==> src/rtl/serial_arith_pkg.sv <==
// Shared definitions for the bit-serial arithmetic cells (adder now, subtractor planned).
// Holds the common FSM state encoding, the width ceiling and the one-bit helper functions.
package serial_arith_pkg;

    localparam int MAX_WIDTH = 32;

    typedef enum logic [1:0] {
        IDLE  = 2'd0,
        SHIFT = 2'd1,
        DONE  = 2'd2
    } state_e;

    function automatic logic xor3(input logic x, input logic y, input logic z);
        return x ^ y ^ z;
    endfunction

    function automatic logic maj3(input logic x, input logic y, input logic z);
        return (x & y) | (x & z) | (y & z);
    endfunction

endpackage

==> src/rtl/serial_adder_if.sv <==
// Request/result bundle of the serial adder: operands and start in, status and result out.
interface serial_adder_if #(
    parameter int WIDTH = 8
);
    logic             start;
    logic [WIDTH-1:0] a;
    logic [WIDTH-1:0] b;
    logic             cin;
    logic             busy;
    logic             done;
    logic [WIDTH-1:0] sum;
    logic             cout;

    modport master (
        output start, a, b, cin,
        input  busy, done, sum, cout
    );

    modport slave (
        input  start, a, b, cin,
        output busy, done, sum, cout
    );
endinterface

==> src/rtl/serial_adder_full_adder.sv <==
// One-bit combinational full-adder cell; the serial adder instantiates exactly one.
module full_adder
    import serial_arith_pkg::*;
(
    input  logic a,
    input  logic b,
    input  logic cin,
    output logic sum,
    output logic cout
);

    assign sum  = xor3(a, b, cin);
    assign cout = maj3(a, b, cin);

endmodule

==> src/rtl/serial_adder.sv <==
// Bit-serial LSB-first adder: one full-adder cell plus a carry flop, one sum bit per clock.
// Result and carry-out are presented with a one-cycle done pulse WIDTH cycles after start.
module serial_adder
    import serial_arith_pkg::*;
#(
    parameter int WIDTH = 8
) (
    input  logic           clk,
    input  logic           rst,
    serial_adder_if.slave  bus
);

    localparam int             CW       = $clog2(WIDTH + 1);
    localparam logic [CW-1:0]  CNT_LAST = CW'(WIDTH - 1);
    localparam logic [CW-1:0]  CNT_ONE  = CW'(1'b1);
    localparam logic [1:0]     ST_IDLE  = IDLE;
    localparam logic [1:0]     ST_SHIFT = SHIFT;
    localparam logic [1:0]     ST_DONE  = DONE;

    logic [1:0]       state_r;
    logic [CW-1:0]    count_r;
    logic [WIDTH-1:0] a_sh_r;
    logic [WIDTH-1:0] b_sh_r;
    logic             carry_r;
    logic [WIDTH-1:0] sum_r;
    logic             cout_r;
    logic             busy_r;
    logic             done_r;

    logic             fa_sum_s;
    logic             fa_cout_s;
    logic [WIDTH-1:0] sum_shift_s;
    logic [WIDTH-1:0] a_shift_s;
    logic [WIDTH-1:0] b_shift_s;

    full_adder u_fa (
        .a    (a_sh_r[0]),
        .b    (b_sh_r[0]),
        .cin  (carry_r),
        .sum  (fa_sum_s),
        .cout (fa_cout_s)
    );

    // Next shifted values; written with shifts so WIDTH=1 needs no empty slice.
    always_comb begin
        sum_shift_s              = sum_r >> 1;
        sum_shift_s[WIDTH-1]     = fa_sum_s;
        a_shift_s                = a_sh_r >> 1;
        b_shift_s                = b_sh_r >> 1;
    end

    // Control FSM, datapath registers and the registered status/result outputs.
    always_ff @(posedge clk) begin
        if (rst) begin
            state_r <= ST_IDLE;
            count_r <= {CW{1'b0}};
            a_sh_r  <= {WIDTH{1'b0}};
            b_sh_r  <= {WIDTH{1'b0}};
            carry_r <= 1'b0;
            sum_r   <= {WIDTH{1'b0}};
            cout_r  <= 1'b0;
            busy_r  <= 1'b0;
            done_r  <= 1'b0;
        end else begin
            case (state_r)
                ST_IDLE: begin
                    done_r <= 1'b0;
                    if (bus.start) begin
                        a_sh_r  <= bus.a;
                        b_sh_r  <= bus.b;
                        carry_r <= bus.cin;
                        count_r <= {CW{1'b0}};
                        sum_r   <= {WIDTH{1'b0}};
                        busy_r  <= 1'b1;
                        state_r <= ST_SHIFT;
                    end else begin
                        busy_r  <= 1'b0;
                        state_r <= ST_IDLE;
                    end
                end
                ST_SHIFT: begin
                    carry_r <= fa_cout_s;
                    sum_r   <= sum_shift_s;
                    a_sh_r  <= a_shift_s;
                    b_sh_r  <= b_shift_s;
                    count_r <= count_r + CNT_ONE;
                    // count still holds the pre-increment value, so this is the WIDTH-th edge
                    if (count_r == CNT_LAST) begin
                        cout_r  <= fa_cout_s;
                        busy_r  <= 1'b0;
                        done_r  <= 1'b1;
                        state_r <= ST_DONE;
                    end else begin
                        busy_r  <= 1'b1;
                        done_r  <= 1'b0;
                        state_r <= ST_SHIFT;
                    end
                end
                ST_DONE: begin
                    busy_r  <= 1'b0;
                    done_r  <= 1'b0;
                    state_r <= ST_IDLE;
                end
                default: begin
                    busy_r  <= 1'b0;
                    done_r  <= 1'b0;
                    state_r <= ST_IDLE;
                end
            endcase
        end
    end

    assign bus.busy = busy_r;
    assign bus.done = done_r;
    assign bus.sum  = sum_r;
    assign bus.cout = cout_r;

endmodule

==> src/flat_wrapper.sv <==
// flat-port wrapper written by rule: the top's interface ports become plain ports
module serial_adder_flat import serial_arith_pkg::*;
#(
    parameter int WIDTH = 8
)
  (clk, rst, bus_start, bus_a, bus_b, bus_cin, bus_busy, bus_done, bus_sum, bus_cout);
  serial_adder_if #(.WIDTH(WIDTH)) bus_i ();
  input  logic clk;
  input  logic rst;
  input wire logic [$bits(bus_i.start)-1:0] bus_start;
  input wire logic [$bits(bus_i.a)-1:0] bus_a;
  input wire logic [$bits(bus_i.b)-1:0] bus_b;
  input wire logic [$bits(bus_i.cin)-1:0] bus_cin;
  output wire logic [$bits(bus_i.busy)-1:0] bus_busy;
  output wire logic [$bits(bus_i.done)-1:0] bus_done;
  output wire logic [$bits(bus_i.sum)-1:0] bus_sum;
  output wire logic [$bits(bus_i.cout)-1:0] bus_cout;
  assign bus_i.start = bus_start;
  assign bus_i.a = bus_a;
  assign bus_i.b = bus_b;
  assign bus_i.cin = bus_cin;
  assign bus_busy = bus_i.busy;
  assign bus_done = bus_i.done;
  assign bus_sum = bus_i.sum;
  assign bus_cout = bus_i.cout;
  serial_adder #(.WIDTH(WIDTH)) u_core (.clk(clk), .rst(rst), .bus(bus_i));
endmodule
==> config.mk <==
export PLATFORM = sky130hd
export DESIGN_NAME = serial_adder_flat
export DESIGN_NICKNAME = d
export VERILOG_FILES = /design/src/rtl/serial_arith_pkg.sv /design/src/rtl/serial_adder_if.sv /design/src/rtl/serial_adder_full_adder.sv /design/src/rtl/serial_adder.sv /design/src/flat_wrapper.sv
export SDC_FILE = /design/constraint.sdc
export NUM_CORES = 1
export LEC_CHECK = 0
export CAP_MARGIN = 20
export CORE_UTILIZATION = 25
export DETAILED_ROUTE_END_ITERATION = 16
export DONT_BUFFER_PORTS = 1
export PLACE_DENSITY = 0.5
export SETUP_SLACK_MARGIN = 0.3
export SYNTH_ARGS = -nofsm -noshare
export SYNTH_HDL_FRONTEND = slang
export SYNTH_SLANG_ARGS = --single-unit
==> constraint.sdc <==
create_clock -name clk -period 1.3 [get_ports clk]
set_clock_uncertainty 0.15 [all_clocks]
set_input_delay 0.195 -clock clk [delete_from_list [all_inputs] [get_ports clk]]
set_output_delay 0.195 -clock clk [all_outputs]
set_load 0.03 [all_outputs]
==> key figures, run 1 <==
Power
  – Total power: 2.32 mW
  – Peak supply drop: 0.628 mV
  – PD cells: 1000 nW/um2
  – Static leakage: 0.874 nW

Synthesis
  – Register area share after synthesis: 42.0%
  – EDFF count, synth: 0
  – Cell count after synthesis: 169
  – Area of the mapped netlist: 1570 um2
  – Unique masters post-synth: 30
  – Synth warnings: 0
  – Mean Syn Cell Area: 9.31 um2
  – Main synth FF type: dfxtp_1
  – Synth Net Count: 191
  – Seq cells post-synth: 33
  – Async SR Flop Fraction: 0%

Critical path
  – Largest delay contributor family on the critical path: adder cells
  – Setup crit start: u_core.a_sh_r[0]
  – Crit path buf inv count: 1
  – Critical path capture point type: register
  – Required @ worst endpoint: 1.37 ns
  – Crit path depth: 4
  – CP arrival: 1.51 ns
  – Worst R2R Start: u_core.a_sh_r[0]
  – Critical path launch point type: register
  – Setup crit end: u_core.bus.cout
  – Critical-path cell list: inv_2, fa_2, or3_1, a21oi_1
  – Crit path max fanout: 2
  – Worst r2r path cells: 4
  – Largest stage delay, worst path: 0.38 ns
  – Crit-path slowest cell: fa_2
  – Worst reg2reg setup slack: -0.13 ns
  – RR Endpoint: u_core.bus.cout
  – Setup CP Type: reg -> reg

Clock network
  – H-Tree Depth: 2
  – CTS Root Cell: clkbuf_8
  – CTS tree: built
  – TritonCTS Buffers: 5
  – Worst-Skew Late Latency: 0.28 ns
  – Max clock buf depth: 2
  – Clk sink count: 33
  – Clk slew on worst S/H paths: 0.07 ns

Drt
  – Post-route ant nets: 0
  – Vias: 1283
  – WL final: 3.78 mm
  – Pre-antenna DRT Iters: 4
  – Vias per Instance: 4.57
  – Wire length per cell: 13.4 um
  – DRC: 0
  – Drt first-iter violations: 81

Cells and area
  – Antenna diodes: 0
  – Design area: 2320 um2
  – Net count reported at finish: 227
  – Area Overhead vs Synth: 47.3%
  – Fraction of layout instances using a drive strength above 1: 57.8%
  – Fin util: 38.7%

STA
  – Final hold slack: -0.191 ns
  – Worst slew pin tran: 0.222 ns
  – RSZ-0062 raised after global routing: yes
  – Final setup fails: 29
  – Final worst setup slack: -0.133 ns
  – Max Clk Rate: 0.698 GHz
  – Fin. max-slew vios: 0
  – Slew margin rel.: 85.2%
  – Tmin final: 1.43 ns
  – Hold Vio Cnt, Final: 33
  – Tcrit/Tclk final: 110%

Placed design
  – DP Area: 1870 um2
  – Buffers on Ports: 0
  – HPWL Detailed: 2.38 mm
  – Final GP Congestion: 0.713

Hold path
  – Hold Path Class: in -> reg

Die
  – Initial core utilization: 26.3%
  – Die area: 6610 um2
  – Die Span Y: 81.3 um
  – Num rows: 28
  – Die Span X: 81.3 um
  – # IOs: 31
  – Core area: 5990 um2

Global route
  – First-pass GRT wire length: 6.13 mm
  – Largest net degree at the start of global routing: 34
  – Gr usage total: 12.3%
  – Grt total ovfl: 0
  – Antenna violations before repair: 0
  – Vias in the first global route: 1289

Run status
  – Failing checks: hold timing, setup timing
  – Status: complete, but fails checks

Run
  – Max-Cap Viols: 0
worst min-delay path by stage:
stage / from / to / slack, ns / cells after the start
2_1_floorplan: bus_a[7] / u_core.a_sh_r[7] / 0.18 / 2
3_3_place_gp: rst / u_core.state_r[0] / 0.11 / 1
3_5_place_dp: rst / u_core.state_r[0] / 0.11 / 1
4_1_cts: rst / u_core.state_r[0] / -0.19 / 1
5_1_grt: rst / u_core.bus.done / -0.19 / 1
6_report: rst / u_core.bus.done / -0.19 / 1
per-stage QoR:
| step | setup WS, ns | TNS (ns) | instances |
|---|---|---|---|
| 2_1_floorplan | -0.136 | -1.89 | 169 |
| 3_3_place_gp | -0.101 | -0.262 | 259 |
| 3_5_place_dp | -0.143 | -0.438 | 259 |
| 6_report | -0.133 | -1.54 | 281 |
| 4_1_cts | -0.135 | -1.11 | 279 |
| 5_1_grt | -0.173 | -2.82 | 281 |
layout by cell type (no fill, tap or decap), drive strengths merged, types with 2 or more instances in the layout:
| master | n |
|---|---|
| dfxtp | 33 |
| a211oi | 3 |
| nand2b | 15 |
| nand2 | 3 |
| clkbuf | 10 |
| nor3 | 15 |
| or3b | 15 |
| a22oi | 10 |
| nor2 | 25 |
| or3 | 2 |
| nand3 | 2 |
| buf | 41 |
| inv | 3 |
| a21oi | 17 |
cell families (layout without fill, tap and decap cells):
logic type | count (synthesis) | count (layout) | synth area share [%]
AND/OR/NAND/NOR | 80 | 80 | 31.5
flip-flops | 33 | 33 | 42.0
buffers and inverters | 17 | 54 | 6.76
AO/OA/AOI/OAI | 36 | 36 | 17.0
multiplexers | 1 | 1 | 0.636
adder cells (fa/ha/maj) | 2 | 2 | 2.07
final cells by class:
type | instances | area, um2
clock buffer | 8 | 90.1
multi-input combinational | 119 | 996
tap | 75 | 93.8
fill | 603 | 3670
inverter | 3 | 11.3
sequential | 33 | 687
timing repair buffer | 43 | 439
cells in the mapped netlist, types with 4 or more instances:
cell       n  area [um2]
a21oi_1   10        50.1
or3b_1    15         131
nand2b_1  15        93.8
nor2_1    25        93.8
a21oi_2    7        61.3
a22oi_1   10        75.1
buf_6      4        45.0
buf_2      4        20.0
nor3_1     6        30.0
dfxtp_1   33         661
clkbuf_1   4        15.0
nor3_2     9        90.1
metal layers:
layer,global-route usage (%),share of wire (%),up-vias
met4,4.82,1.5,0
met3,3.15,4.4,5
li1,-,-,656
met5,0,0,-
met1,15.8,47,597
met2,19.4,47,25
registers in the layout, summed over array words and instances, names as in the netlist:
signal / count
u_core.b_sh_r: 8
u_core.state_r: 2
u_core.count_r: 4
u_core.a_sh_r: 8
u_core.bus.cout: 1
u_core.carry_r: 1
u_core.bus.sum: 8
u_core.bus.done: 1
timing repair:
item                                    in CTS  in global routing
gates cloned                                 2                  1
resized for setup                           48                 14
hold endpoints to repair                    33                 33
pin swaps                                   21                 15
endpoints found under the setup margin      44                 44
setup buffers                               10                  1
where the power goes:
group / total, mW / internal (mW) / switching [mW] / leakage [nW]
Sequential: 1.09 / 1.06 / 0.0321 / 0.277
Clock: 0.786 / 0.432 / 0.355 / 0.0455
Combinational: 0.446 / 0.257 / 0.189 / 0.551
Note: power is estimated with default switching activity, not from simulation.
==> run 2: changes to the inputs <==
--- a/config.mk
+++ b/config.mk
@@ -9,7 +9,7 @@
 export CORE_UTILIZATION = 25
 export DETAILED_ROUTE_END_ITERATION = 16
 export DONT_BUFFER_PORTS = 1
-export PLACE_DENSITY = 0.5
+export PLACE_DENSITY = 0.48
 export SETUP_SLACK_MARGIN = 0.3
 export SYNTH_ARGS = -nofsm -noshare
 export SYNTH_HDL_FRONTEND = slang
==> key figures, run 2 (synthesis gave the netlist of run 1 again) <==
Run status
  – Status: complete, but fails checks
  – Failing checks: hold timing, setup timing

Critical path
  – Setup CP Type: reg -> reg
  – Setup crit start: u_core.a_sh_r[0]
  – RR Endpoint: u_core.bus.cout
  – CP arrival: 1.52 ns
  – Worst R2R Start: u_core.a_sh_r[0]
  – Setup crit end: u_core.bus.cout
  – Worst reg2reg setup slack: -0.14 ns
  – Critical path capture point type: register
  – Critical path launch point type: register
  – Worst r2r path cells: 4
  – Crit path max fanout: 2
  – Required @ worst endpoint: 1.38 ns

STA
  – Worst slew pin tran: 0.224 ns
  – Slew margin rel.: 85.0%
  – Final setup fails: 21
  – Final hold slack: -0.186 ns
  – RSZ-0062 raised after global routing: yes
  – Tcrit/Tclk final: 111%
  – Hold Vio Cnt, Final: 33
  – Final worst setup slack: -0.142 ns
  – Max Clk Rate: 0.693 GHz
  – Fin. max-slew vios: 0
  – Tmin final: 1.44 ns

Placed design
  – Inst Count DP: 257
  – Buffers on Ports: 0
  – Final GP Congestion: 0.669
  – HPWL Detailed: 2.40 mm

Drt
  – Pre-antenna DRT Iters: 2
  – Drt first-iter violations: 35
  – Vias: 1303
  – WL final: 3.93 mm
  – Vias per Instance: 4.62
  – DRC: 0
  – Wire length per cell: 13.9 um
  – Post-route ant nets: 0

Hold path
  – Hold Path Class: in -> reg

Clock network
  – CTS Root Cell: clkbuf_8
  – H-Tree Depth: 2
  – Clk slew on worst S/H paths: 0.07 ns
  – Max clock buf depth: 2
  – TritonCTS Buffers: 5
  – CTS tree: built
  – Clk sink count: 33
  – Worst-Skew Late Latency: 0.29 ns

Cells and area
  – Commonest non-fill, non-tap cell in the layout: nor2_1
  – Fraction of layout instances using a drive strength above 1: 60.9%
  – Antenna diodes: 0
  – Net count reported at finish: 228
  – Most frequent cells in the layout: nor2_1 (24), buf_6 (22), dfxtp_1 (21)
  – Final Non-Filler Cells: 282
  – Area Overhead vs Synth: 50.8%
  – Fin util: 39.6%

Global route
  – Vias in the first global route: 1341
  – Gr usage total: 13.2%
  – Antenna violations before repair: 0
  – First-pass GRT wire length: 6.43 mm
  – Grt total ovfl: 0
  – Largest net degree at the start of global routing: 34

Die
  – Die Span Y: 81.3 um
  – Die area: 6610 um2
  – Core area: 5990 um2
  – # IOs: 31
  – Die Span X: 81.3 um
  – Initial core utilization: 26.3%
  – Num rows: 28

Power
  – Peak supply drop: 0.840 mV
  – Static leakage: 0.905 nW
  – PD cells: 1020 nW/um2

Run
  – Max-Cap Viols: 0
-- run 2: cell count changes in the layout (fill, tap and decap cells not counted), sizes merged --
cell / change
clkbuf: -1
clkinv: +1
buf: +1
-- run 2: critical path, cell delays in order (launching register included) --
cell and delay [ns]:
dfxtp_2 0.33, inv_2 0.04, fa_2 0.38, or3_4 0.37
a21oi_2 0.12
-- run 2: metrics by stage --
step | cell area, um2 | power (mW) | TNS [ns] | worst slack (ns) | hold slack (ns)
4_1_cts | 2270 | 2.40 | -0.988 | -0.136 | -0.188
3_5_place_dp | 1850 | 1.45 | -0.323 | -0.142 | 0.116
2_1_floorplan | 1650 | 1.39 | -1.89 | -0.136 | 0.180
3_3_place_gp | 1850 | 1.45 | -0.261 | -0.100 | 0.115
5_1_grt | 2370 | 2.54 | -2.76 | -0.181 | -0.206
6_report | 2370 | 2.42 | -1.40 | -0.142 | -0.186
-- run 2: area by class of cell --
type / count / area, um2
inverters: 3 / 11.3
repair buffers: 44 / 468
flip-flops and latches: 33 / 693
fillers: 594 / 3620
clock buffers: 7 / 96.3
clock inverters: 1 / 5.00
well taps: 75 / 93.8
multi-input cells: 119 / 1000
-- run 2: power breakdown --
| group | total [mW] | switching (mW) | internal, mW |
|---|---|---|---|
| registers | 1.09 | 0.0324 | 1.05 |
| clock network | 0.856 | 0.378 | 0.478 |
| logic | 0.474 | 0.194 | 0.280 |
-- run 2: what timing repair did --
action	4_1_cts	5_1_grt
pin swaps	23	22
gates cloned	2	1
gates resized for setup	57	21
endpoints found under the hold margin	33	33
buffers inserted	14	0
endpoints found under the setup margin	44	44
-- run 2: metal layers --
metal  part of all wire, %  vias up  track usage, %
met5                     0        -               0
met2                    47       23            21.1
met1                    46      609            16.0
met3                   5.7        7            4.94
li1                      -      664               -
met4                   1.4        0            4.82
-- run 2: worst min path at each step --
| stage | from | endpoint | depth (start not counted) |
|---|---|---|---|
| after floorplan | bus_a[7] | u_core.a_sh_r[7] | 2 |
| after global placement | rst | u_core.state_r[0] | 1 |
| after detailed placement | rst | u_core.state_r[0] | 1 |
| after CTS | rst | u_core.bus.sum[4] | 1 |
| after global routing | rst | u_core.a_sh_r[0] | 1 |
| final | rst | u_core.bus.sum[7] | 1 |
==> run 3: changes to the inputs <==
--- a/config.mk
+++ b/config.mk
@@ -7,9 +7,11 @@
 export LEC_CHECK = 0
 export CAP_MARGIN = 20
 export CORE_UTILIZATION = 25
+export CTS_CLUSTER_SIZE = 24
 export DETAILED_ROUTE_END_ITERATION = 16
 export DONT_BUFFER_PORTS = 1
 export PLACE_DENSITY = 0.48
+export RECOVER_POWER = 25
 export SETUP_SLACK_MARGIN = 0.3
 export SYNTH_ARGS = -nofsm -noshare
 export SYNTH_HDL_FRONTEND = slang
==> key figures, run 3 (synthesis gave the netlist of run 1 again) <==
Cells and area
  – Register Area: 689 um2
  – Area Overhead vs Synth: 50.6%
  – Net count reported at finish: 228
  – Antenna diodes: 0
  – Fraction of layout instances using a drive strength above 1: 60.4%
  – Footprint of the multi-input gates: 1000 um2
  – Most frequent cells in the layout: nor2_1 (24), buf_6 (22), dfxtp_1 (22)
  – Fin util: 39.5%
  – Commonest non-fill, non-tap cell in the layout: nor2_1
  – Fillers: 593
  – Final Non-Filler Cells: 282

STA
  – Tmin final: 1.44 ns
  – Max Clk Rate: 0.693 GHz
  – Final hold slack: -0.186 ns
  – Fin. max-slew vios: 0
  – RSZ-0062 raised after global routing: yes
  – Final worst setup slack: -0.142 ns
  – Slew margin rel.: 73.7%
  – Tcrit/Tclk final: 111%
  – Worst slew pin tran: 0.395 ns
  – Final setup fails: 21
  – Hold Vio Cnt, Final: 33

Critical path
  – CP arrival: 1.52 ns
  – Worst r2r path cells: 4
  – Worst R2R Start: u_core.a_sh_r[0]
  – Crit path max fanout: 2
  – Critical path capture point type: register
  – Critical-path cell list: inv_2, fa_2, or3_4, a21oi_2
  – Setup CP Type: reg -> reg
  – Crit-path slowest cell: fa_2
  – Worst reg2reg setup slack: -0.14 ns
  – Required @ worst endpoint: 1.38 ns
  – RR Endpoint: u_core.bus.cout
  – Crit path buf inv count: 1
  – Critical path launch point type: register
  – Largest delay contributor family on the critical path: adder cells
  – Largest stage delay, worst path: 0.38 ns

Power
  – Peak supply drop: 0.849 mV
  – PD cells: 1020 nW/um2
  – Static leakage: 0.904 nW

Hold path
  – Hold Path Class: in -> reg
  – Hold depth: 1
  – Min-delay src: rst
  – Hold Path End: u_core.bus.sum[7]

Drt
  – WL final: 3.93 mm
  – Drt first-iter violations: 36
  – Vias: 1302
  – Post-route ant nets: 0
  – Pre-antenna DRT Iters: 2
  – Wire length per cell: 13.9 um
  – DRC: 0
  – Vias per Instance: 4.62

Placed design
  – Inst Count DP: 257
  – Final GP Congestion: 0.669
  – Buffers on Ports: 0
  – HPWL Detailed: 2.40 mm
  – Pre-CTS setup slack: -0.142 ns

Die
  – Num rows: 28
  – Initial core utilization: 26.3%
  – Die area: 6610 um2
  – # IOs: 31
  – Die Span X: 81.3 um
  – Core area: 5990 um2
  – Die Span Y: 81.3 um

Clock network
  – Max clock buf depth: 2
  – CTS tree: built
  – CTS Root Cell: clkbuf_8
  – Clk sink count: 33
  – H-Tree Depth: 2
  – TritonCTS Buffers: 5
  – Worst-Skew Late Latency: 0.29 ns
  – Clk slew on worst S/H paths: 0.07 ns

Global route
  – First-pass GRT wire length: 6.43 mm
  – Grt total ovfl: 0
  – Gr busiest metal: met2
  – Gr usage total: 13.2%
  – Routing usage on met1: 16.0%
  – M2 GR Usage: 21.1%
  – Largest net degree at the start of global routing: 34
  – Met3 global-route usage: 4.94%
  – Vias in the first global route: 1341
  – Antenna violations before repair: 0

Run status
  – Status: complete, but fails checks
  – Failing checks: hold timing, setup timing

Run
  – Max-Cap Viols: 0
## run 3: how the worst max path moves through the flow
stage / start / slack (ns) / to / cells after the start
5_1_grt: u_core.a_sh_r[0] / -0.18 / u_core.bus.cout / 4
3_5_place_dp: u_core.a_sh_r[0] / -0.14 / u_core.bus.cout / 4
2_1_floorplan: u_core.state_r[0] / -0.14 / u_core.a_sh_r[6] / 5
3_3_place_gp: u_core.a_sh_r[0] / -0.10 / u_core.bus.cout / 4
6_report: u_core.a_sh_r[0] / -0.14 / u_core.bus.cout / 4
4_1_cts: u_core.a_sh_r[0] / -0.14 / u_core.bus.cout / 4
## run 3: where the power goes
part | leakage [nW] | internal (mW) | total, mW | switching [mW]
Combinational | 0.572 | 0.280 | 0.474 | 0.194
Sequential | 0.277 | 1.06 | 1.09 | 0.0324
Clock | 0.0542 | 0.478 | 0.857 | 0.378
## run 3: area by class of cell
| class | count | share of cell area, % |
|---|---|---|
| Multi-Input combinational cell | 119 | 42.4 |
| Clock inverter | 1 | 0.211 |
| Sequential cell | 33 | 29.1 |
| Inverter | 3 | 0.475 |
| Tap cell | 75 | 3.96 |
| Timing Repair Buffer | 44 | 19.8 |
| Clock buffer | 7 | 4.07 |
## run 3: layer usage
| layer | vias up | routed length [um] |
|---|---|---|
| li1 | 664 | - |
| met5 | - | 0 |
| met1 | 608 | 1800 |
| met4 | 0 | 56 |
| met2 | 23 | 1850 |
| met3 | 7 | 224 |
## run 3: what timing repair did
| action | 4_1_cts | 5_1_grt |
|---|---|---|
| pin swaps | 23 | 22 |
| setup buffers | 14 | 0 |
| setup endpoints to repair | 44 | 44 |
| gates resized for setup | 57 | 21 |
| cloned | 2 | 1 |
| endpoints found under the hold margin | 33 | 33 |
## run 3: stage by stage
| step | cell area, um2 | total power, mW | TNS [ns] |
|---|---|---|---|
| finish | 2370 | 2.42 | -1.40 |
| global route | 2370 | 2.54 | -2.76 |
| CTS | 2270 | 2.40 | -0.988 |
| detailed placement | 1850 | 1.45 | -0.323 |
| global placement | 1850 | 1.45 | -0.261 |
| floorplan | 1650 | 1.39 | -1.89 |
